$ cat src/rtl/clock_div_pkg.sv
// Shared constants and helpers for the multi-channel clock divider.
package clock_div_pkg;

    localparam int unsigned DEF_CHANNELS = 4;
    localparam int unsigned DEF_WIDTH    = 20;
    localparam int unsigned DEF_DIV      = 50000;
    localparam int unsigned OSC_HZ       = 100_000_000;

    // Divisor that yields a tick rate of hz from the board oscillator (0 halts).
    function automatic int unsigned div_from_hz(input int unsigned hz);
        return (hz == 0) ? 0 : OSC_HZ / hz;
    endfunction

endpackage

$ cat src/rtl/clock_div_channel.sv
// One divider channel: active/shadow divisor, counter, tick pulse and toggle level.
module clock_div_channel
    import clock_div_pkg::*;
#(
    parameter int unsigned WIDTH       = DEF_WIDTH,
    parameter int unsigned DEFAULT_DIV = DEF_DIV
) (
    input  logic             clk_i,
    input  logic             rst_i,
    input  logic             en_i,
    input  logic             sync_i,
    input  logic             wr_i,
    input  logic [WIDTH-1:0] wr_div_i,
    output logic             tick_o,
    output logic             level_o,
    output logic             pending_o
);

    logic [WIDTH-1:0] div_q, div_d;
    logic [WIDTH-1:0] shd_q, shd_d;
    logic [WIDTH-1:0] cnt_q, cnt_d;
    logic             pending_q, pending_d;
    logic             tick_q, tick_d;
    logic             level_q, level_d;
    logic [WIDTH-1:0] div_last;
    logic             load_c;

    // Terminal count; only compared when div is non-zero, so no underflow matters.
    assign div_last = div_q - WIDTH'(1);

    // Next-state: sync beats counting; a write always lands in the shadow register.
    always_comb begin
        div_d     = div_q;
        shd_d     = shd_q;
        cnt_d     = cnt_q;
        pending_d = pending_q;
        tick_d    = 1'b0;
        level_d   = level_q;
        load_c    = 1'b0;

        if (sync_i) begin
            cnt_d   = '0;
            level_d = 1'b0;
            load_c  = pending_q;
        end else if (en_i) begin
            if (div_q == '0) begin
                // Halted: restart straight away once a new divisor is waiting.
                cnt_d  = '0;
                load_c = pending_q;
            end else if (cnt_q == div_last) begin
                cnt_d   = '0;
                tick_d  = 1'b1;
                level_d = ~level_q;
                load_c  = pending_q;
            end else begin
                cnt_d = cnt_q + WIDTH'(1);
            end
        end

        // The load takes the shadow value present before this cycle's write.
        if (load_c) begin
            div_d     = shd_q;
            pending_d = 1'b0;
        end

        if (wr_i) begin
            shd_d     = wr_div_i;
            pending_d = 1'b1;
        end
    end

    // Channel state register with synchronous reset.
    always_ff @(posedge clk_i) begin
        if (rst_i) begin
            div_q     <= WIDTH'(DEFAULT_DIV);
            shd_q     <= WIDTH'(DEFAULT_DIV);
            cnt_q     <= '0;
            pending_q <= 1'b0;
            tick_q    <= 1'b0;
            level_q   <= 1'b0;
        end else begin
            div_q     <= div_d;
            shd_q     <= shd_d;
            cnt_q     <= cnt_d;
            pending_q <= pending_d;
            tick_q    <= tick_d;
            level_q   <= level_d;
        end
    end

    assign tick_o    = tick_q;
    assign level_o   = level_q;
    assign pending_o = pending_q;

endmodule

$ cat src/rtl/multi_clock_divider.sv
// Multi-channel programmable clock divider producing tick enables and 50% toggles.
module multi_clock_divider
    import clock_div_pkg::*;
#(
    parameter int unsigned CHANNELS    = DEF_CHANNELS,
    parameter int unsigned WIDTH       = DEF_WIDTH,
    parameter int unsigned DEFAULT_DIV = DEF_DIV,
    parameter int unsigned CH_BITS     = (CHANNELS > 1) ? $clog2(CHANNELS) : 1
) (
    input  logic                cmosClock,
    input  logic                reset,
    input  logic [CHANNELS-1:0] enable,
    input  logic                sync,
    input  logic                cfgWrite,
    input  logic [CH_BITS-1:0]  cfgChannel,
    input  logic [WIDTH-1:0]    cfgDivisor,
    output logic [CHANNELS-1:0] tickOut,
    output logic [CHANNELS-1:0] clockOut,
    output logic [CHANNELS-1:0] pending
);

    logic [CHANNELS-1:0] wr_sel;

    // Write decode; a channel index outside the populated range selects nothing.
    always_comb begin
        wr_sel = '0;
        for (int unsigned i = 0; i < CHANNELS; i++) begin
            if (cfgWrite && (cfgChannel == CH_BITS'(i))) begin
                wr_sel[i] = 1'b1;
            end
        end
    end

    for (genvar g = 0; g < int'(CHANNELS); g++) begin : g_ch
        clock_div_channel #(
            .WIDTH      (WIDTH),
            .DEFAULT_DIV(DEFAULT_DIV)
        ) u_ch (
            .clk_i    (cmosClock),
            .rst_i    (reset),
            .en_i     (enable[g]),
            .sync_i   (sync),
            .wr_i     (wr_sel[g]),
            .wr_div_i (cfgDivisor),
            .tick_o   (tickOut[g]),
            .level_o  (clockOut[g]),
            .pending_o(pending[g])
        );
    end

endmodule
$ cat config.mk
export PLATFORM = sky130hd
export DESIGN_NAME = multi_clock_divider
export DESIGN_NICKNAME = d
export VERILOG_FILES = /design/src/rtl/clock_div_pkg.sv /design/src/rtl/clock_div_channel.sv /design/src/rtl/multi_clock_divider.sv
export SDC_FILE = /design/constraint.sdc
export NUM_CORES = 1
export LEC_CHECK = 0
export ABC_AREA = 0
export CORE_MARGIN = 2
export CORE_UTILIZATION = 45
export CTS_CLUSTER_SIZE = 16
export DETAILED_ROUTE_END_ITERATION = 6
export DONT_BUFFER_PORTS = 1
export SLEW_MARGIN = 20
export SYNTH_ARGS = -nofsm -noshare
export SYNTH_HDL_FRONTEND = slang
export SYNTH_SLANG_ARGS = --single-unit
$ cat constraint.sdc
create_clock -name cmosClock -period 4.9 [get_ports cmosClock]
set_input_delay 1.225 -clock cmosClock [delete_from_list [all_inputs] [get_ports cmosClock]]
set_output_delay 1.225 -clock cmosClock [all_outputs]
set_load 0.02 [all_outputs]
# Word level (Yosys, flattened, before mapping)
# Cells that the tools add are included.
[word_totals]
reg_bits = 252
inputBits = 30
output_inout_bits = 12
wordCells = 113
[classes]
addsub = 8
n_eq_ne = 7
n_mux = 40
n_bitwise = 12
reduce_logical = 22
[ops]
columns = ["operator", "n"]
rows = [
  ["$mux W20", 8],
  ["$add A20 B1 Y20 const B", 4],
  ["$eq A20 B20 Y1", 4],
  ["$logic_not A20 Y1", 4],
  ["$sub A20 B1 Y20 const B", 4],
  ["$mux W1", 32],
  ["$reduce_or A4 Y1", 4],
  ["$not A1 Y1", 12],
  ["$reduce_and A3 Y1", 4],
  ["$reduce_bool A2 Y1", 4],
  ["$eq A2 B2 Y1 const B", 2],
  ["$logic_and A1 B1 Y1", 4],
  ["$eq A2 B1 Y1 const B", 1],
  ["$logic_not A2 Y1", 1],
  ["$reduce_or A2 Y1", 1],
]

# Depth between registers and ports, before layout
# Gate-level depths: netlist of the first run.
[depth]
word_depth = 8
depth_mapped = 13
mapped_depth_nobuf = 10

# Hierarchy
# A second synthesis of the first run with hierarchy kept.
[unflattened]
cells_unflattened = 1525
area_unflattened_um2 = 13822.0
[by_module_without_submodules]
columns = ["module", "instances", "cells_per_inst", "area_per_inst_um2", "seq_area_each_um2"]
rows = [
  ["clock_div_channel at g_ch[0].u_ch ...", 3, 376, 3423.3, 1261.2],
  ["clock_div_channel at g_ch[3].u_ch", 1, 393, 3514.6, 1261.2],
  ["multi_clock_divider", 1, 4, 37.5, 0.0],
]

# Worst setup path before layout of the first run
# OpenSTA, ideal clock, no wires.
[synth_timing]
path_kind = "register -> register"
startpoint = "register g_ch[0].u_ch.div_q[0]"
endpoint = "register g_ch[0].u_ch.div_q[8]"
setup_time_ns = 0.122
arrival_ns = 3.193
required_ns = 4.778
path_slack_ns = 1.585
stages_incl_launch_ff = 14
n_path_buf = 3
synth_period_minus_slack_ns = 3.315
path_cell_list = "dfxtp_1 -> clkbuf_1 -> inv_1 -> ha_1 -> or3b_2 -> or3_1 -> or3_1 -> a221oi_2 -> o2111ai_2 -> o31a_1 -> buf_6 -> buf_2 -> nor3_1 -> a21oi_1"
[synth_between]
elab_chain_cells = 6
elab_cells_between_ends = 7
cone_classes = "add/sub: 1; eq/ne: 1; mux: 4; reduce/logical: 1"
[synth_lines]
columns = ["item", "line_no", "rtl"]
rows = [
  ["from (decl)", "clock_div_channel.sv:19", "logic [WIDTH-1:0] div_q, div_d;"],
  ["from (signal assigned)", "clock_div_channel.sv:75", "div_q <= WIDTH'(DEFAULT_DIV);"],
  ["from (signal assigned)", "clock_div_channel.sv:82", "div_q <= div_d;"],
  ["$sub A20 B1 Y20", "clock_div_channel.sv:29", "assign div_last = div_q - WIDTH'(1);"],
  ["$eq A20 B20 Y1", "clock_div_channel.sv:50", "end else if (cnt_q == div_last) begin"],
  ["$mux W1", "clock_div_channel.sv:50", ""],
  ["$mux W1 *", "clock_div_channel.sv:46", "if (div_q == '0) begin"],
  ["$mux W1 *", "clock_div_channel.sv:45", "end else if (en_i) begin"],
  ["$mux W1 *", "clock_div_channel.sv:41", "if (sync_i) begin"],
]
# Every way passes the cells marked *; elsewhere a longest branch is shown, timed or not.
# A chain may end at the register's enable or synchronous reset.

# Final worst setup path of the first run
[layout_timing]
startpoint = "register g_ch[3].u_ch.div_q[0]"
endpoint = "register g_ch[3].u_ch.pending_q"
[layout_between]
elab_chain_cells = 7
elab_cells_between_ends = 8
cone_classes = "add/sub: 1; eq/ne: 1; mux: 4; reduce/logical: 2"
[layout_lines]
columns = ["item", "line_no", "rtl"]
rows = [
  ["from (decl)", "clock_div_channel.sv:19", ""],
  ["from (signal assigned)", "clock_div_channel.sv:75", ""],
  ["from (signal assigned)", "clock_div_channel.sv:82", ""],
  ["$sub A20 B1 Y20", "clock_div_channel.sv:29", ""],
  ["$eq A20 B20 Y1", "clock_div_channel.sv:50", ""],
  ["$mux W1", "clock_div_channel.sv:50", ""],
  ["$mux W1 *", "clock_div_channel.sv:46", ""],
  ["$mux W1 *", "clock_div_channel.sv:45", ""],
  ["$mux W1 *", "clock_div_channel.sv:41", ""],
  ["$reduce_bool A2 Y1 (no source line) *", "--", ""],
  ["to (signal assigned)", "clock_div_channel.sv:85", "pending_q <= pending_d;"],
  ["to (decl)", "clock_div_channel.sv:22", "logic pending_q, pending_d;"],
]
# Marked as above.

==> results of run 1 <==
[stage by stage]
stage | power [mW] | setup WS, ps | hold slack (ps) | cell area (µm²)
2_1_floorplan | 2.28 | 1590 | 432 | 13000
3_3_place_gp | 2.28 | 1250 | 441 | 13100
3_5_place_dp | 2.28 | 1200 | 444 | 13100
4_1_cts | 4.44 | 1190 | 452 | 14000
5_1_grt | 4.55 | 738 | 465 | 14000
6_report | 4.38 | 1120 | 451 | 14000
[registers in the layout, indices dropped and copies added, names as in the netlist]
signal,flops
g_ch.u_ch.div_q,80
g_ch.u_ch.shd_q,80
g_ch.u_ch.pending_o,4
g_ch.u_ch.tick_o,4
g_ch.u_ch.cnt_q,80
g_ch.u_ch.level_o,4
[power groups by stage]
stage	Combinational [mW]	Sequential, mW	Clock [mW]
2_1_floorplan	0.139	2.14	0
3_3_place_gp	0.132	2.15	0
3_5_place_dp	0.134	2.15	0
4_1_cts	0.135	2.11	2.20
5_1_grt	0.151	2.11	2.29
6_report	0.134	2.11	2.14
[kinds of logic (layout without fill, tap and decap cells)]
family	after synthesis	count (layout)	synth area share, %
DFF	252	252	38.9
muxes	56	56	4.32
and+or+nand+nor	757	757	29.0
adders and majority gates	8	8	0.772
xor gates and xnor gates	173	173	11.8
buffers and inverters	124	80	4.32
AOI/OAI and AO/OA	212	212	10.9
[cell usage in the layout, fill, tap and decap left out, types with 8 or more instances in the layout]
cell / count
nor2b_1: 11
a21bo_2: 11
inv_1: 22
xor2_1: 82
nand2_1: 229
dfxtp_1: 252
xnor2_1: 90
nor4_1: 21
buf_4: 10
or3_1: 17
o21ai_0: 21
or4_1: 14
nand2b_1: 65
nor3_1: 71
a211o_1: 8
nand3b_1: 34
ha_1: 8
mux2i_1: 56
nor2_1: 156
nand3_1: 34
and3_1: 36
a21oi_1: 96
clkbuf_16: 29
nand4_1: 34
[worst paths after layout]
check	cells past startpoint	end	slack (ps)
max reg2reg	10	g_ch[3].u_ch.pending_o	1120
min	2	g_ch[2].u_ch.shd_q[10]	450
min reg2reg	2	g_ch[2].u_ch.shd_q[10]	450
max	10	g_ch[3].u_ch.pending_o	1120
[area by class of cell]
| class | instances | share of cell area, % |
|---|---|---|
| inverters | 22 | 0.590 |
| clock inverters | 11 | 1.13 |
| multi-input cells | 1206 | 52.7 |
| well taps | 384 | 3.43 |
| clock buffers | 37 | 5.54 |
| repair buffers | 10 | 0.536 |
| flip-flops and latches | 252 | 36.0 |
[metal layers]
metal / part of all wire, % / routed length (µm) / vias up
li1: - / - / 5309
met1: 48 / 15100 / 4992
met2: 45 / 14200 / 203
met3: 5.5 / 1740 / 36
met4: 1.7 / 524 / 0
met5: 0 / 0 / -
[worst max-delay path: stages, from the launching register on]
cell       delay [ps]
dfxtp_1           350
inv_1              70
ha_1              220
nor3b_1           870
a21oi_1           230
o21ai_0           280
o311a_1           210
o2111ai_1         120
nand4bb_1         400
a21boi_2          750
o22ai_1           140
==> run_summary.xml, run 1 <==
<?xml version="1.0" encoding="UTF-8"?>
<metrics>
  <group name="global_routing">
    <metric name="grt_ovf" unit="">0</metric>
    <metric name="globalRouteMet1Util" unit="%">29.1</metric>
    <metric name="global_route_wire_length_before_repair" unit="µm">51800</metric>
    <metric name="grt_use_total" unit="%">20.8</metric>
    <metric name="gr-usage-met2" unit="%">33.3</metric>
    <metric name="vias_in_the_first_global_route" unit="">9834</metric>
    <metric name="grt_use_met3" unit="%">4.04</metric>
    <metric name="top_usage_layer" unit="">met2</metric>
    <metric name="pin_count_of_the_biggest_net_entering_global_routing" unit="">214</metric>
    <metric name="grt_antenna_before_repair" unit="">0</metric>
  </group>
  <group name="logic_synthesis">
    <metric name="yosys-top-cells-area" unit="">dfxtp_1 39%, nand2_1 6.6%, xnor2_1 6.1%</metric>
    <metric name="synth-warning-count" unit="">0</metric>
    <metric name="area_of_the_mapped_netlist" unit="µm²">13000</metric>
    <metric name="ys_top_cells_by_count" unit="">252 x dfxtp_1, 229 x nand2_1, 156 x nor2_1</metric>
    <metric name="synth_edf_count" unit="">0</metric>
    <metric name="post_synth_num_cell_types" unit="">76</metric>
    <metric name="dominantRegCellSynth" unit="">dfxtp_1</metric>
    <metric name="postSynthAreaPerCell" unit="µm²">8.19</metric>
    <metric name="synth_seq_cells" unit="">252</metric>
    <metric name="synth_area_leader_cell" unit="">dfxtp_1</metric>
    <metric name="synth_most_common_cell" unit="">dfxtp_1</metric>
    <metric name="cells_after_synthesis" unit="">1582</metric>
    <metric name="synthDominantCellAreaShare" unit="%">38.9</metric>
    <metric name="synth_seq_area_share" unit="%">38.9</metric>
    <metric name="postSynthNetCount" unit="">1620</metric>
    <metric name="synth_async_sr_flop_share" unit="%">0</metric>
  </group>
  <group name="layout">
    <metric name="area.sequential" unit="µm²">5040</metric>
    <metric name="multi_input_area" unit="µm²">7380</metric>
    <metric name="drive_above_1_share" unit="%">5.72</metric>
    <metric name="layoutNonFillerInstCount" unit="">1922</metric>
    <metric name="nFillCells" unit="">2842</metric>
    <metric name="area_growth" unit="%">7.96</metric>
    <metric name="nNetsFinal" unit="">1558</metric>
    <metric name="insertedDiodeCount" unit="">0</metric>
    <metric name="post-route-util" unit="%">49.0</metric>
  </group>
  <group name="cts">
    <metric name="ctsLongestPathBuffers" unit="">3</metric>
    <metric name="h-tree-depth" unit="">1</metric>
    <metric name="clock_insertion_delay_worst_skew" unit="ps">540</metric>
    <metric name="numCtsBuffers" unit="">28</metric>
    <metric name="cts-root-buf" unit="">clkbuf_16</metric>
    <metric name="cts-resized-gates" unit="">0</metric>
    <metric name="post-cts-setup-buffer-count" unit="">0</metric>
    <metric name="cts_tree" unit="">yes</metric>
    <metric name="cts.clk_slew.worst_paths" unit="ps">60</metric>
    <metric name="cts_hold_fix_bufs" unit="">0</metric>
    <metric name="tritoncts_num_sinks" unit="">252</metric>
  </group>
  <group name="min_path">
    <metric name="min_from" unit="">g_ch[2].u_ch.shd_q[10]</metric>
    <metric name="min-delay-path-class" unit="">register to register</metric>
  </group>
  <group name="floorplan">
    <metric name="chipWidth" unit="µm">174</metric>
    <metric name="core.rowCount" unit="">62</metric>
    <metric name="die_height" unit="µm">174</metric>
    <metric name="placeableCoreArea" unit="µm²">28500</metric>
    <metric name="design.die.area" unit="µm²">30200</metric>
    <metric name="initial_core_util" unit="%">45.4</metric>
    <metric name="top_level_ports" unit="">42</metric>
  </group>
  <group name="critical_path">
    <metric name="reg2reg_from" unit="">g_ch[3].u_ch.div_q[0]</metric>
    <metric name="cp_data_required_time" unit="ps">5280</metric>
    <metric name="path_max_fanout" unit="">19</metric>
    <metric name="worst-endpoint-arrival" unit="ps">4160</metric>
    <metric name="end_kind" unit="">register</metric>
    <metric name="timing_worst_setup_path_type" unit="">register to register</metric>
    <metric name="cp-start-kind" unit="">register</metric>
    <metric name="startpoint" unit="">g_ch[3].u_ch.div_q[0]</metric>
  </group>
  <group name="power">
    <metric name="clock_power_share" unit="%">48.8</metric>
    <metric name="peakVddDrop" unit="µV">296</metric>
    <metric name="cell_internal_pwr" unit="mW">3.45</metric>
    <metric name="pwr_density_cell" unit="nW/µm²">313</metric>
    <metric name="p_comb_share" unit="%">3.1</metric>
    <metric name="power.share.sequential" unit="%">48.1</metric>
    <metric name="netSwitchingPower" unit="mW">0.927</metric>
    <metric name="p_leak" unit="nW">4.83</metric>
    <metric name="switching_portion_of_total_power" unit="%">21.2</metric>
  </group>
  <group name="drt">
    <metric name="ant_nets" unit="">0</metric>
    <metric name="routed_wl" unit="µm">31600</metric>
    <metric name="drt_drc_violations_left" unit="">0</metric>
    <metric name="detail_route.wl_per_cell" unit="µm">16.4</metric>
    <metric name="detail_route.iter0.violations" unit="">737</metric>
    <metric name="drtPass1Iterations" unit="">5</metric>
    <metric name="vias" unit="">10500</metric>
    <metric name="vias_per_std_cell" unit="">5.48</metric>
  </group>
  <group name="timing">
    <metric name="hold_violations" unit="">0</metric>
    <metric name="top_achievable_clock_speed" unit="GHz">0.264</metric>
    <metric name="unrepaired_setup_endpoints_after_global_routing" unit="">no</metric>
    <metric name="timing.final.crit_share" unit="%">77.2</metric>
    <metric name="timing_worst_slew_pin_value" unit="ps">1050</metric>
    <metric name="setup_viol" unit="">0</metric>
    <metric name="timing_max_transition_violations_final" unit="">0</metric>
    <metric name="timing.max_slew.rel_slack" unit="%">29.9</metric>
    <metric name="finalCriticalPeriod" unit="ps">3780</metric>
    <metric name="clock_skew" unit="ps">9.01</metric>
    <metric name="fin_tns_setup" unit="ps">0</metric>
  </group>
  <group name="placement">
    <metric name="place.port_buffers" unit="">0</metric>
    <metric name="dpl.cell_count" unit="">1874</metric>
    <metric name="place.gp.congestion" unit="">0.888</metric>
    <metric name="dp_hpwl" unit="µm">21900</metric>
  </group>
  <group name="flow_run">
    <metric name="cap_violations" unit="">0</metric>
  </group>
  <group name="run_status">
    <metric name="outcome" unit="">completed</metric>
  </group>
</metrics>
(Power assumes the default switching activity.)
==> run 2, diff against run 1 <==
clock period = 3.8 ns   (was 4.9 ns; I/O delays follow)
==> run 2 against run 1 <==
Net effect: die area stayed put; critical endpoint is now g_ch[0].u_ch.div_q[15]; utilization grew 0.38 points; first-iteration DRC count rose by 3.1%; total power is 30% higher; critical path depth is 1 higher; sequential power increased by 29%; clock power up 30%; non-clock buffer count grew 6; hold slack gained 2.0 ps; worst setup slack got worse by 820 ps; largest power group unchanged; sequential share of layout area shrank 0.28 points.
==> run_summary.xml, run 2 (synthesis results as in run 1) <==
<?xml version="1.0" encoding="UTF-8"?>
<metrics>
  <group name="critical_path">
    <metric name="timing_worst_setup_path_type" unit="">register to register</metric>
    <metric name="cp-start-kind" unit="">register</metric>
    <metric name="cp_data_required_time" unit="ps">4210</metric>
    <metric name="worst-endpoint-arrival" unit="ps">3920</metric>
    <metric name="end_kind" unit="">register</metric>
    <metric name="path_max_fanout" unit="">26</metric>
  </group>
  <group name="placement">
    <metric name="place.gp.congestion" unit="">0.877</metric>
    <metric name="place.port_buffers" unit="">0</metric>
    <metric name="dpl.cell_count" unit="">1880</metric>
    <metric name="dpl-instance-area" unit="µm²">13100</metric>
    <metric name="dp_hpwl" unit="µm">21900</metric>
  </group>
  <group name="drt">
    <metric name="routed_wl" unit="µm">31700</metric>
    <metric name="drt_drc_violations_left" unit="">0</metric>
    <metric name="detail_route.iter0.violations" unit="">760</metric>
    <metric name="ant_nets" unit="">0</metric>
    <metric name="drtPass1Iterations" unit="">5</metric>
    <metric name="vias_per_std_cell" unit="">5.42</metric>
    <metric name="detail_route.wl_per_cell" unit="µm">16.4</metric>
    <metric name="vias" unit="">10500</metric>
  </group>
  <group name="timing">
    <metric name="unrepaired_setup_endpoints_after_global_routing" unit="">no</metric>
    <metric name="timing.max_slew.rel_slack" unit="%">42.8</metric>
    <metric name="hold_violations" unit="">0</metric>
    <metric name="fin_tns_setup" unit="ps">0</metric>
    <metric name="top_achievable_clock_speed" unit="GHz">0.285</metric>
    <metric name="timing_max_transition_violations_final" unit="">0</metric>
    <metric name="timing_worst_slew_pin_value" unit="ps">856</metric>
    <metric name="timing.final.crit_share" unit="%">92.3</metric>
    <metric name="finalCriticalPeriod" unit="ps">3510</metric>
    <metric name="clock_skew" unit="ps">5.67</metric>
    <metric name="setup_viol" unit="">0</metric>
  </group>
  <group name="min_path">
    <metric name="min-delay-path-class" unit="">register to register</metric>
  </group>
  <group name="floorplan">
    <metric name="placeableCoreArea" unit="µm²">28500</metric>
    <metric name="top_level_ports" unit="">42</metric>
    <metric name="chipWidth" unit="µm">174</metric>
    <metric name="design.die.area" unit="µm²">30200</metric>
    <metric name="initial_core_util" unit="%">45.4</metric>
    <metric name="core.rowCount" unit="">62</metric>
    <metric name="die_height" unit="µm">174</metric>
  </group>
  <group name="power">
    <metric name="finalPower" unit="mW">5.67</metric>
    <metric name="cell_internal_pwr" unit="mW">4.47</metric>
    <metric name="p_comb_share" unit="%">3.1</metric>
    <metric name="clock_power_share" unit="%">49.1</metric>
    <metric name="p_leak" unit="nW">4.89</metric>
    <metric name="peakVddDrop" unit="µV">238</metric>
    <metric name="netSwitchingPower" unit="mW">1.20</metric>
    <metric name="pwr_density_cell" unit="nW/µm²">402</metric>
    <metric name="power.share.sequential" unit="%">47.9</metric>
    <metric name="switching_portion_of_total_power" unit="%">21.2</metric>
  </group>
  <group name="cts">
    <metric name="cts.clk_slew.worst_paths" unit="ps">60</metric>
    <metric name="cts-resized-gates" unit="">0</metric>
    <metric name="cts_hold_fix_bufs" unit="">0</metric>
    <metric name="tritoncts_num_sinks" unit="">252</metric>
    <metric name="clock_insertion_delay_worst_skew" unit="ps">540</metric>
    <metric name="cts_tree" unit="">yes</metric>
    <metric name="cts-root-buf" unit="">clkbuf_16</metric>
    <metric name="post-cts-setup-buffer-count" unit="">0</metric>
    <metric name="numCtsBuffers" unit="">28</metric>
    <metric name="ctsLongestPathBuffers" unit="">3</metric>
    <metric name="h-tree-depth" unit="">1</metric>
  </group>
  <group name="layout">
    <metric name="drive_above_1_share" unit="%">6.40</metric>
    <metric name="fin_area" unit="µm²">14100</metric>
    <metric name="nNetsFinal" unit="">1564</metric>
    <metric name="insertedDiodeCount" unit="">0</metric>
    <metric name="layout.cells.most_common_list" unit="">252 x dfxtp_1, 229 x nand2_1, 156 x nor2_1, 96 x a21oi_1, 90 x xnor2_1</metric>
    <metric name="layout_commonest_cell" unit="">dfxtp_1</metric>
    <metric name="layoutNonFillerInstCount" unit="">1931</metric>
    <metric name="area_growth" unit="%">8.80</metric>
    <metric name="largest_registers" unit="">g_ch.u_ch.cnt_q x80, g_ch.u_ch.div_q x80, g_ch.u_ch.shd_q x80</metric>
    <metric name="post-route-util" unit="%">49.4</metric>
  </group>
  <group name="global_routing">
    <metric name="pin_count_of_the_biggest_net_entering_global_routing" unit="">214</metric>
    <metric name="vias_in_the_first_global_route" unit="">9893</metric>
    <metric name="grt_ovf" unit="">0</metric>
    <metric name="grt_use_total" unit="%">21.0</metric>
    <metric name="global_route_wire_length_before_repair" unit="µm">52200</metric>
    <metric name="grt_antenna_before_repair" unit="">0</metric>
  </group>
  <group name="run_status">
    <metric name="outcome" unit="">completed</metric>
  </group>
  <group name="flow_run">
    <metric name="cap_violations" unit="">0</metric>
  </group>
</metrics>
==> run 2: changes by cell type in the layout (fill, tap and decap cells not counted), sizes merged <==
cell,change
clkbuf,+7
buf,+6
bufinv,-2
clkinvlp,-1
clkinv,-1
==> run 2: routing by layer <==
layer | vias to the layer above | track usage [%] | wire length [µm]
li1 | 5326 | - | -
met1 | 4901 | 29.3 | 15100
met2 | 201 | 33.5 | 14300
met3 | 44 | 3.57 | 1690
met4 | 0 | 5.29 | 618
met5 | - | 0 | 0
==> run 2: worst paths after layout <==
path / from / endpoint / slack [ps] / depth (start not counted)
setup / recovery: g_ch[0].u_ch.div_q[0] / g_ch[0].u_ch.div_q[15] / 290 / 11
hold / removal: g_ch[2].u_ch.shd_q[10] / g_ch[2].u_ch.shd_q[10] / 450 / 2
setup reg to reg: g_ch[0].u_ch.div_q[0] / g_ch[0].u_ch.div_q[15] / 290 / 11
hold reg to reg: g_ch[2].u_ch.shd_q[10] / g_ch[2].u_ch.shd_q[10] / 450 / 2
==> run 2: layout make-up <==
class | count | area, µm²
multi-input combinational | 1206 | 7380
clock inverter | 7 | 85.1
timing repair buffer | 16 | 145
sequential | 252 | 5040
inverter | 22 | 82.6
fill | 2877 | 14400
tap | 384 | 480
clock buffer | 44 | 882
==> run 2: critical path: stages, from the launching register on <==
cell       delay (ps)
dfxtp_1           380
inv_1              80
ha_1              230
or3b_2            480
or3_1             470
or3_1             390
a221oi_2          300
o2111ai_2         210
o31a_1            330
buf_4             250
nor3_1            190
a21oi_1            60
==> run 2: metrics by stage <==
step	worst slack (ps)	hold WS (ps)
floorplan	485	432
global placement	418	443
detailed placement	321	446
CTS	303	453
global route	9.67	468
finish	293	453
==> run 2: power groups by stage <==
stage | Clock [mW] | Combinational, mW | Sequential, mW
2_1_floorplan | 0 | 0.179 | 2.76
3_3_place_gp | 0 | 0.171 | 2.77
3_5_place_dp | 0 | 0.175 | 2.77
4_1_cts | 2.85 | 0.175 | 2.72
5_1_grt | 2.96 | 0.196 | 2.72
6_report | 2.78 | 0.174 | 2.72
==> run 3, diff against run 2 <==
clock period = 3.2 ns   (was 3.8 ns; I/O delays follow)
==> run 3 against run 2 <==
Net effect: count of clock-buffer cells in the layout down 2; combinational power increased by 31%; design area is 4.4% higher; critical path type unchanged.
==> run_summary.xml, run 3 (synthesis results as in run 1) <==
<?xml version="1.0" encoding="UTF-8"?>
<metrics>
  <group name="run_status">
    <metric name="outcome" unit="">completed</metric>
  </group>
  <group name="floorplan">
    <metric name="core.rowCount" unit="">62</metric>
    <metric name="design.die.area" unit="µm²">30200</metric>
    <metric name="chipWidth" unit="µm">174</metric>
    <metric name="placeableCoreArea" unit="µm²">28500</metric>
    <metric name="top_level_ports" unit="">42</metric>
    <metric name="die_height" unit="µm">174</metric>
    <metric name="initial_core_util" unit="%">45.4</metric>
  </group>
  <group name="timing">
    <metric name="top_achievable_clock_speed" unit="GHz">0.319</metric>
    <metric name="hold_violations" unit="">0</metric>
    <metric name="setup_viol" unit="">0</metric>
    <metric name="whs" unit="ps">335</metric>
    <metric name="timing.final.crit_share" unit="%">97.9</metric>
    <metric name="timing_max_transition_violations_final" unit="">0</metric>
    <metric name="timing.max_slew.rel_slack" unit="%">40.8</metric>
    <metric name="fin_tns_setup" unit="ps">0</metric>
    <metric name="finalWorstSetupSlack" unit="ps">66.6</metric>
    <metric name="timing_worst_slew_pin_value" unit="ps">887</metric>
    <metric name="clock_skew" unit="ps">10.1</metric>
    <metric name="finalCriticalPeriod" unit="ps">3130</metric>
  </group>
  <group name="cts">
    <metric name="h-tree-depth" unit="">1</metric>
    <metric name="numCtsBuffers" unit="">28</metric>
    <metric name="ctsLongestPathBuffers" unit="">3</metric>
    <metric name="cts_hold_fix_bufs" unit="">0</metric>
    <metric name="cts.clk_slew.worst_paths" unit="ps">60</metric>
    <metric name="cts_tree" unit="">yes</metric>
    <metric name="cts-root-buf" unit="">clkbuf_16</metric>
    <metric name="clock_insertion_delay_worst_skew" unit="ps">550</metric>
    <metric name="tritoncts_num_sinks" unit="">252</metric>
  </group>
  <group name="layout">
    <metric name="layout.cells.most_common_list" unit="">251 x dfxtp_1, 228 x nand2_1, 156 x nor2_1, 96 x a21oi_1, 90 x xnor2_1</metric>
    <metric name="insertedDiodeCount" unit="">0</metric>
    <metric name="layout_commonest_cell" unit="">dfxtp_1</metric>
    <metric name="fin_area" unit="µm²">14700</metric>
    <metric name="nFillCells" unit="">2739</metric>
    <metric name="drive_above_1_share" unit="%">10.9</metric>
    <metric name="post-route-util" unit="%">51.6</metric>
    <metric name="area_growth" unit="%">13.6</metric>
    <metric name="nNetsFinal" unit="">1625</metric>
    <metric name="layoutNonFillerInstCount" unit="">1992</metric>
    <metric name="largest_registers" unit="">g_ch.u_ch.cnt_q x80, g_ch.u_ch.div_q x80, g_ch.u_ch.shd_q x80</metric>
  </group>
  <group name="power">
    <metric name="peakVddDrop" unit="µV">364</metric>
    <metric name="p_leak" unit="nW">5.24</metric>
    <metric name="finalPower" unit="mW">6.64</metric>
    <metric name="pwr_density_cell" unit="nW/µm²">451</metric>
  </group>
  <group name="global_routing">
    <metric name="grt_use_met3" unit="%">3.64</metric>
    <metric name="grt_antenna_before_repair" unit="">0</metric>
    <metric name="pin_count_of_the_biggest_net_entering_global_routing" unit="">214</metric>
    <metric name="grt_use_total" unit="%">21.0</metric>
    <metric name="grt_ovf" unit="">0</metric>
    <metric name="globalRouteMet1Util" unit="%">29.3</metric>
    <metric name="top_usage_layer" unit="">met2</metric>
    <metric name="vias_in_the_first_global_route" unit="">10000</metric>
    <metric name="gr-usage-met2" unit="%">33.0</metric>
    <metric name="global_route_wire_length_before_repair" unit="µm">52600</metric>
  </group>
  <group name="drt">
    <metric name="vias" unit="">10700</metric>
    <metric name="vias_per_std_cell" unit="">5.39</metric>
    <metric name="ant_nets" unit="">0</metric>
    <metric name="detail_route.wl_per_cell" unit="µm">16.3</metric>
    <metric name="drtPass1Iterations" unit="">5</metric>
    <metric name="detail_route.iter0.violations" unit="">759</metric>
    <metric name="drt_drc_violations_left" unit="">0</metric>
    <metric name="routed_wl" unit="µm">32500</metric>
  </group>
  <group name="critical_path">
    <metric name="number_of_buffer_and_inverter_stages_on_the_critical_path" unit="">1</metric>
    <metric name="end_kind" unit="">register</metric>
    <metric name="worst-path-stages" unit="">9</metric>
    <metric name="path_max_fanout" unit="">6</metric>
    <metric name="worst_path_largest_cell_delay" unit="ps">550</metric>
    <metric name="cp_data_required_time" unit="ps">3630</metric>
    <metric name="worst_r2r_path_depth" unit="">9</metric>
    <metric name="reg2reg_from" unit="">g_ch[0].u_ch.div_q[6]</metric>
    <metric name="path_delay_family" unit="">simple AND/OR/NAND/NOR gates</metric>
    <metric name="worst-endpoint-arrival" unit="ps">3570</metric>
    <metric name="setup.reg_to_reg.worst_slack" unit="ps">70</metric>
    <metric name="timing_worst_setup_path_type" unit="">register to register</metric>
    <metric name="crit_slowest_cell" unit="">or4_4</metric>
    <metric name="cp-start-kind" unit="">register</metric>
    <metric name="crit_path_cell_trace" unit="">or4_4 -&gt; or3_4 -&gt; or3_1 -&gt; a221oi_2 -&gt; o2111ai_2 -&gt; o31a_4 -&gt; clkbuf_16 -&gt; mux2i_1 -&gt; nor2_1</metric>
    <metric name="r2r-end" unit="">g_ch[0].u_ch.div_q[2]</metric>
  </group>
  <group name="min_path">
    <metric name="min_from" unit="">reset</metric>
    <metric name="worst_hold_path.num_cells" unit="">1</metric>
    <metric name="min_to" unit="">g_ch[2].u_ch.shd_q[13]</metric>
    <metric name="min-delay-path-class" unit="">primary input to register</metric>
  </group>
  <group name="placement">
    <metric name="place.gp.congestion" unit="">0.896</metric>
    <metric name="dp_worst_setup_slack" unit="ps">-22.5</metric>
    <metric name="dpl-instance-area" unit="µm²">13600</metric>
    <metric name="dp_hpwl" unit="µm">22600</metric>
    <metric name="dpl.cell_count" unit="">1932</metric>
    <metric name="place.port_buffers" unit="">0</metric>
  </group>
  <group name="flow_run">
    <metric name="cap_violations" unit="">0</metric>
  </group>
</metrics>
==> run 3: cell count changes in the layout (fill, tap and decap cells not counted), moves of 4 or more <==
cell      before  now
clkbuf_8      10    4
buf_12         2    7
or4_4          0    5
or4_1         14    9
buf_4         14   65
clkbuf_1       5    9
==> run 3: per-layer routing <==
layer,routed length [µm],part of all wire (%)
met4,724,2.2
met2,14500,45
met5,92,0.28
met3,1520,4.7
met1,15600,48
==> run 3: layout make-up <==
type / count / area (µm²) / area share (%)
Timing Repair Buffer: 77 / 712 / 4.83
Inverter: 22 / 82.6 / 0.561
Sequential cell: 252 / 5050 / 34.3
Multi-Input combinational cell: 1206 / 7490 / 50.9
Clock buffer: 42 / 815 / 5.53
Clock inverter: 9 / 97.6 / 0.663
Tap cell: 384 / 480 / 3.26
==> run 3: repair_timing <==
item | 4_1_cts | 5_1_grt
pin swaps | 1 | 7
buffers inserted | 2 | 4
gates resized for setup | 0 | 30
endpoints found under the setup margin | 20 | 115
cloned | 0 | 3
==> run 3: power by group <==
group / switching [mW] / total [mW] / internal [mW]
Sequential: 0.0401 / 3.23 / 3.19
Clock: 1.28 / 3.19 / 1.91
Combinational: 0.123 / 0.228 / 0.105
==> run 3: worst max-delay path by stage <==
stage,start,to
floorplan,g_ch[0].u_ch.div_q[0],g_ch[0].u_ch.div_q[12]
global placement,g_ch[2].u_ch.div_q[0],g_ch[2].u_ch.div_q[5]
detailed placement,g_ch[2].u_ch.div_q[0],g_ch[2].u_ch.div_q[4]
CTS,g_ch[0].u_ch.div_q[1],g_ch[0].u_ch.div_q[15]
global route,g_ch[2].u_ch.div_q[0],g_ch[2].u_ch.div_q[4]
finish,g_ch[0].u_ch.div_q[6],g_ch[0].u_ch.div_q[2]
